[src/rtl/uart_cmd_parser.sv]
// ASCII hex command parser bridging the UART FIFOs and the register bus.
// Accepts W<addr><data><eol> / R<addr><eol> and answers K, read data or E.
module uart_cmd_parser #(
    parameter int unsigned ADDR_BITS = 8,
    parameter int unsigned DATA_BITS = 8
) (
    input  logic                 clk,
    input  logic                 reset,
    input  logic [7:0]           r_data,
    input  logic                 rx_empty,
    output logic                 rd_uart,
    output logic [7:0]           w_data,
    output logic                 wr_uart,
    input  logic                 tx_full,
    output logic [ADDR_BITS-1:0] reg_addr,
    output logic [DATA_BITS-1:0] reg_wdata,
    output logic                 reg_we,
    output logic                 reg_re,
    input  logic [DATA_BITS-1:0] reg_rdata
);

    localparam int unsigned NA      = ADDR_BITS / 4;
    localparam int unsigned ND      = DATA_BITS / 4;
    localparam int unsigned BUF_LEN = (ND + 2 > 3) ? ND + 2 : 3;
    localparam int unsigned MAX_DIG = (NA > ND) ? NA : ND;
    localparam int unsigned CNT_W   = $clog2(MAX_DIG + 1);
    localparam int unsigned TXC_W   = $clog2(BUF_LEN + 1);

    localparam logic [7:0] ASCII_CR = 8'h0D;
    localparam logic [7:0] ASCII_LF = 8'h0A;
    localparam logic [7:0] ASCII_K  = 8'h4B;
    localparam logic [7:0] ASCII_E  = 8'h45;

    typedef enum logic [2:0] {
        StIdle,
        StAddr,
        StData,
        StEol,
        StDiscard,
        StExec,
        StRdWait,
        StTx
    } state_e;

    state_e                 state_q, state_d;
    logic [ADDR_BITS-1:0]   addr_q, addr_d;
    logic [DATA_BITS-1:0]   wdata_q, wdata_d;
    logic [CNT_W-1:0]       cnt_q, cnt_d;
    logic                   is_wr_q, is_wr_d;
    logic                   we_q, we_d;
    logic                   re_q, re_d;
    logic [BUF_LEN*8-1:0]   buf_q, buf_d;
    logic [TXC_W-1:0]       tx_cnt_q, tx_cnt_d;

    logic       is_term;
    logic       is_hex;
    logic       is_wcmd;
    logic       is_rcmd;
    logic [3:0] nib;

    // {valid, nibble}; letters map via low nibble + 9 ('A' = 0x41, 'a' = 0x61)
    function automatic logic [4:0] hex_decode(input logic [7:0] c);
        if (c >= 8'h30 && c <= 8'h39) begin
            return {1'b1, c[3:0]};
        end else if ((c >= 8'h41 && c <= 8'h46) || (c >= 8'h61 && c <= 8'h66)) begin
            return {1'b1, c[3:0] + 4'd9};
        end
        return 5'b0;
    endfunction

    function automatic logic [7:0] hex_ascii(input logic [3:0] n);
        return (n < 4'd10) ? {4'h3, n} : (8'h37 + {4'h0, n});
    endfunction

    always_comb begin
        is_term = (r_data == ASCII_CR) || (r_data == ASCII_LF);
        is_wcmd = (r_data == 8'h57) || (r_data == 8'h77);
        is_rcmd = (r_data == 8'h52) || (r_data == 8'h72);
        {is_hex, nib} = hex_decode(r_data);
    end

    always_comb begin
        rd_uart = 1'b0;
        if (reset && !rx_empty) begin
            unique case (state_q)
                StIdle, StAddr, StData, StEol, StDiscard: rd_uart = 1'b1;
                default:                                  rd_uart = 1'b0;
            endcase
        end
        wr_uart = reset && (state_q == StTx) && !tx_full;
    end

    always_comb begin
        state_d  = state_q;
        addr_d   = addr_q;
        wdata_d  = wdata_q;
        cnt_d    = cnt_q;
        is_wr_d  = is_wr_q;
        we_d     = 1'b0;
        re_d     = 1'b0;
        buf_d    = buf_q;
        tx_cnt_d = tx_cnt_q;

        unique case (state_q)
            StIdle: begin
                if (rd_uart) begin
                    if (is_wcmd || is_rcmd) begin
                        is_wr_d = is_wcmd;
                        cnt_d   = '0;
                        state_d = StAddr;
                    end else if (!is_term) begin
                        state_d = StDiscard;
                    end
                end
            end
            StAddr: begin
                if (rd_uart) begin
                    if (is_hex) begin
                        addr_d = (addr_q << 4) | ADDR_BITS'(nib);
                        if (cnt_q == CNT_W'(NA - 1)) begin
                            cnt_d   = '0;
                            state_d = is_wr_q ? StData : StEol;
                        end else begin
                            cnt_d = cnt_q + 1'b1;
                        end
                    end else if (is_term) begin
                        buf_d          = '0;
                        buf_d[23:0]    = {ASCII_LF, ASCII_CR, ASCII_E};
                        tx_cnt_d       = TXC_W'(3);
                        state_d        = StTx;
                    end else begin
                        state_d = StDiscard;
                    end
                end
            end
            StData: begin
                if (rd_uart) begin
                    if (is_hex) begin
                        wdata_d = (wdata_q << 4) | DATA_BITS'(nib);
                        if (cnt_q == CNT_W'(ND - 1)) begin
                            cnt_d   = '0;
                            state_d = StEol;
                        end else begin
                            cnt_d = cnt_q + 1'b1;
                        end
                    end else if (is_term) begin
                        buf_d       = '0;
                        buf_d[23:0] = {ASCII_LF, ASCII_CR, ASCII_E};
                        tx_cnt_d    = TXC_W'(3);
                        state_d     = StTx;
                    end else begin
                        state_d = StDiscard;
                    end
                end
            end
            StEol: begin
                if (rd_uart) begin
                    if (is_term) begin
                        we_d    = is_wr_q;
                        re_d    = !is_wr_q;
                        state_d = StExec;
                    end else begin
                        state_d = StDiscard;
                    end
                end
            end
            StDiscard: begin
                if (rd_uart && is_term) begin
                    buf_d       = '0;
                    buf_d[23:0] = {ASCII_LF, ASCII_CR, ASCII_E};
                    tx_cnt_d    = TXC_W'(3);
                    state_d     = StTx;
                end
            end
            StExec: begin
                if (is_wr_q) begin
                    buf_d       = '0;
                    buf_d[23:0] = {ASCII_LF, ASCII_CR, ASCII_K};
                    tx_cnt_d    = TXC_W'(3);
                    state_d     = StTx;
                end else begin
                    state_d = StRdWait;
                end
            end
            StRdWait: begin
                // reg_rdata is valid here, one cycle after the read strobe
                buf_d = '0;
                for (int i = 0; i < int'(ND); i++) begin
                    buf_d[8*i +: 8] = hex_ascii(reg_rdata[DATA_BITS-4-4*i +: 4]);
                end
                buf_d[8*ND +: 16] = {ASCII_LF, ASCII_CR};
                tx_cnt_d          = TXC_W'(ND + 2);
                state_d           = StTx;
            end
            StTx: begin
                if (wr_uart) begin
                    buf_d    = buf_q >> 8;
                    tx_cnt_d = tx_cnt_q - 1'b1;
                    if (tx_cnt_q == TXC_W'(1)) begin
                        state_d = StIdle;
                    end
                end
            end
            default: state_d = StIdle;
        endcase
    end

    always_ff @(posedge clk) begin
        if (!reset) begin
            state_q  <= StIdle;
            addr_q   <= '0;
            wdata_q  <= '0;
            cnt_q    <= '0;
            is_wr_q  <= 1'b0;
            we_q     <= 1'b0;
            re_q     <= 1'b0;
            buf_q    <= '0;
            tx_cnt_q <= '0;
        end else begin
            state_q  <= state_d;
            addr_q   <= addr_d;
            wdata_q  <= wdata_d;
            cnt_q    <= cnt_d;
            is_wr_q  <= is_wr_d;
            we_q     <= we_d;
            re_q     <= re_d;
            buf_q    <= buf_d;
            tx_cnt_q <= tx_cnt_d;
        end
    end

    assign reg_addr  = addr_q;
    assign reg_wdata = wdata_q;
    assign reg_we    = we_q;
    assign reg_re    = re_q;
    assign w_data    = buf_q[7:0];

endmodule

[config.mk]
export PLATFORM = sky130hd
export DESIGN_NAME = uart_cmd_parser
export DESIGN_NICKNAME = d
export VERILOG_FILES = /design/src/rtl/uart_cmd_parser.sv
export SDC_FILE = /design/constraint.sdc
export NUM_CORES = 1
export LEC_CHECK = 0
export CAP_MARGIN = 25
export CELL_PAD_IN_SITES_DETAIL_PLACEMENT = 1
export CELL_PAD_IN_SITES_GLOBAL_PLACEMENT = 2
export CORE_AREA = 2 2 112 103
export CTS_BUF_LIST = sky130_fd_sc_hd__clkbuf_8
export DETAILED_ROUTE_END_ITERATION = 6
export DIE_AREA = 0 0 114 105
export GPL_ROUTABILITY_DRIVEN = 0
export GPL_TIMING_DRIVEN = 1
export PLACE_DENSITY_LB_ADDON = 0.05
export REMOVE_ABC_BUFFERS = 1
export SLEW_MARGIN = 30
export SYNTH_ARGS = -nofsm -noshare
export SYNTH_HDL_FRONTEND = slang
export SYNTH_SLANG_ARGS = --single-unit
[constraint.sdc]
create_clock -name clk -period 3.1 [get_ports clk]
set_input_delay 0.775 -clock clk [delete_from_list [all_inputs] [get_ports clk]]
set_output_delay 0.775 -clock clk [all_outputs]
set_load 0.02 [all_outputs]
==> impl_metrics.csv <==
group,metric,value,unit
status,status,"completed",
synthesis,syn_inst,297,
layout,layout.cells.non_filler,510,
synthesis,synth_top_area_share,34.43,%
synthesis,synth_warnings,0,
synthesis,syn-mean-instance-area,8.615,um^2
sta,setup_tns,0,ns
layout,seqCellArea,880.8,um^2
synthesis,syn_area,2559,um^2
power_and_ir_drop,p_sw_share,26.37,%
synthesis,synth_ff_type,"dfxtp_1",
critical_path,cp-start-kind,"input pin",
power_and_ir_drop,power_frac_clock,38.6,%
power_and_ir_drop,power_switching,0.3194,mW
placement,dp_hpwl,6016,um
clock_network,cts-root-buf,"clkbuf_8",
synthesis,yosysTopAreaCell,"dfxtp_1",
clock_network,cts.sinks,44,
floorplanning,chipHeight,105,um
power_and_ir_drop,ir_worst_vdd,138.8,uV
floorplanning,initial_core_util,23.87,%
routing,routed_wirelength,7706,um
critical_path,worst_ep_required_time,3.33,ns
critical_path,critPathKind,"in2reg",
layout,diodes,0,
power_and_ir_drop,p_leak,1.316,nW
placement,placed_cells_incl_taps,502,
sta,worstMarginPinSlew,0.4856,ns
layout,final_core_util,32.95,%
sta,post-route-min-period,2.925,ns
clock_network,htree_num_levels,2,
critical_path,path_buf_inv,2,
routing,drt_pass1_iterations,4,
layout,multiInputGateArea,1434,um^2
global_route,grt_pass1_wl,12740,um
clock_network,clk_path_buf_depth,2,
critical_path,r2r_start,"state_q[1]",
clock_network,clk-insertion-delay-late,0.31,ns
clock_network,clkSlewWorstSetupHoldPaths,0.10,ns
global_route,grt_pass1_vias,2441,
clock_network,cts_buffers,5,
global_route,grt.total_usage,13.35,%
layout,num-fill-cells,1294,
critical_path,worstSetupEndpointType,"flop",
sta,setup_violations,0,
routing,wire_per_inst,15.11,um
routing,drt-vias-per-instance,4.680,
routing,drc,0,
floorplanning,dieWidth,114,um
global_route,use_met3,2.610,%
critical_path,path_max_fanout,12,
min_path,hold_path.class,"reg2reg",
layout,final_cell_mix,"46 x buf_4, 44 x nor2_1, 44 x dfxtp_1, 44 x clkdlybuf4s50_1",
layout,nets,404,
synthesis,yosysUniqueCellTypes,67,
routing,first_iter_violations,47,
sta,fin_skew,0.01385,ns
global_route,grt_max_degree,37,
placement,place_area,3416,um^2
sta,rsz0062_at_grt,"no",
critical_path,path_cells,"clkdlybuf4s50_1 -> or4b_1 -> o41ai_4 -> o2111ai_2 -> buf_12 -> or3_4 -> a21oi_1",
critical_path,cp_slowest_cell,"or4b_1",
synthesis,ys_async_sr_fraction,0,%
placement,io_buffers,46,
power_and_ir_drop,p_int,0.8919,mW
global_route,antenna_found_initial,0,
synthesis,synth_seq_cells,44,
floorplanning,num_rows,36,
synthesis,yosys-top-cells-area,"dfxtp_1 34%, nor2_1 6.5%, mux2i_1 5.5%",
critical_path,worstPathArrival,3.16,ns
routing,antenna_left,0,
global_route,overflow,0,
critical_path,max_stage_delay,0.66,ns
global_route,grt-busiest-layer,"met2",
sta,drv_slew,0,
routing,vias,2387,
floorplanning,core,10720,um^2
power_and_ir_drop,power_frac_seq,47.2,%
floorplanning,dieArea,11970,um^2
layout,stdcell_area,3532,um^2
layout,area_growth,38.04,%
sta,period_share,94.34,%
global_route,grt_util_met1,19.56,%
critical_path,crit_start,"r_data[4]",
synthesis,synth_edf_count,0,
run,cap_violations,0,
min_path,worstHoldStart,"cnt_q[1]",
sta,finalHoldViolations,0,
sta,max_freq,341.9,MHz
layout,final_common_cell,"buf_4",
power_and_ir_drop,comb_power_share,14.2,%
power_and_ir_drop,p_per_area,342.9,nW/um^2
sta,slew_headroom,66.70,%
clock_network,cts_tree,"yes",
synthesis,ys_seq_area_share,34.43,%
critical_path,path_delay_family,"simple AND/OR/NAND/NOR gates",
clock_network,holdBufCountCts,0,
global_route,grt_use_met2,19.86,%
floorplanning,ios,48,
layout,post_route_cells_drive_above_1_share,19.36,%
## worst reg2reg max path, stage by stage, from the launching register on
cell and delay [ns]:
dfxtp_1 0.50, buf_4 0.21, or2b_1 0.31, a21oi_1 0.30
o221ai_1 0.24, and2_1 0.23, o2111a_1 0.26
## final timing paths
kind / endpoint / slack, ns / cells after the start
max: buf_q[10] / 0.18 / 7
min: cnt_q[1] / 0.47 / 1
max reg2reg: state_q[2] / 0.93 / 6
min reg2reg: cnt_q[1] / 0.47 / 1
## power groups by stage
stage	logic, mW	clock network, mW	registers, mW
global route	0.190	0.513	0.573
global placement	0.174	0	0.585
detailed placement	0.173	0	0.586
floorplan	0.0672	0	0.589
finish	0.172	0.468	0.572
CTS	0.174	0.493	0.572
## Yosys cell counts (all sizes together) (5+ instances only)
cell type and n:
nor2 45, nand3 5, nor3 10, ha 8
buf 14, o21ai 12, a211oi 10, clkbuf 10
inv 13, dfxtp 44, a21oi 20, mux2i 14
nand2 20
## logic make-up (layout without fill, tap and decap cells)
family	after synthesis	count (layout)	share of synthesized area [%]
other	1	1	0.1466
multiplexers	15	15	5.917
XOR/XNOR	4	4	1.369
buffers and inverters	38	118	9.681
AO/OA/AOI/OAI	78	78	23.23
AND/OR/NAND/NOR	109	109	21.32
flip-flops	44	44	34.43
adder cells (fa/ha/maj)	8	8	3.912
## metal layers
metal / wire, um / vias up
li1: - / 1222
met1: 4112 / 1121
met2: 3256 / 37
met3: 258 / 7
met4: 79 / 0
met5: 0 / -
## per-stage QoR
step | setup slack, ns | power, mW | hold slack [ns]
global placement | -0.1301 | 0.7593 | 0.4413
finish | 0.1753 | 1.211 | 0.4726
CTS | 0.1695 | 1.239 | 0.4725
detailed placement | -0.1523 | 0.7591 | 0.4583
global route | 0.06726 | 1.276 | 0.4811
floorplan | 0.2502 | 0.6561 | 0.4364
## what timing repair did
action                     in CTS  in global routing
gates resized for setup         2                  1
hold endpoints to repair        0                  0
setup endpoints to repair       2                  1
buffers inserted                0                  0
## state kept, by name, summed over array words and instances (netlist names)
register   cells
buf_q         17
cnt_q          2
is_wr_q        1
reg_addr       8
reg_re         1
reg_wdata      8
reg_we         1
state_q        3
tx_cnt_q       3
## area by class of cell
type | instances | area share (%)
clock inverter | 3 | 1.311
sequential | 44 | 24.94
clock buffer | 5 | 1.948
inverter | 14 | 1.488
tap | 133 | 4.711
timing repair buffer | 96 | 25.01
multi-input combinational | 215 | 40.60
(Power assumes the default switching activity.)
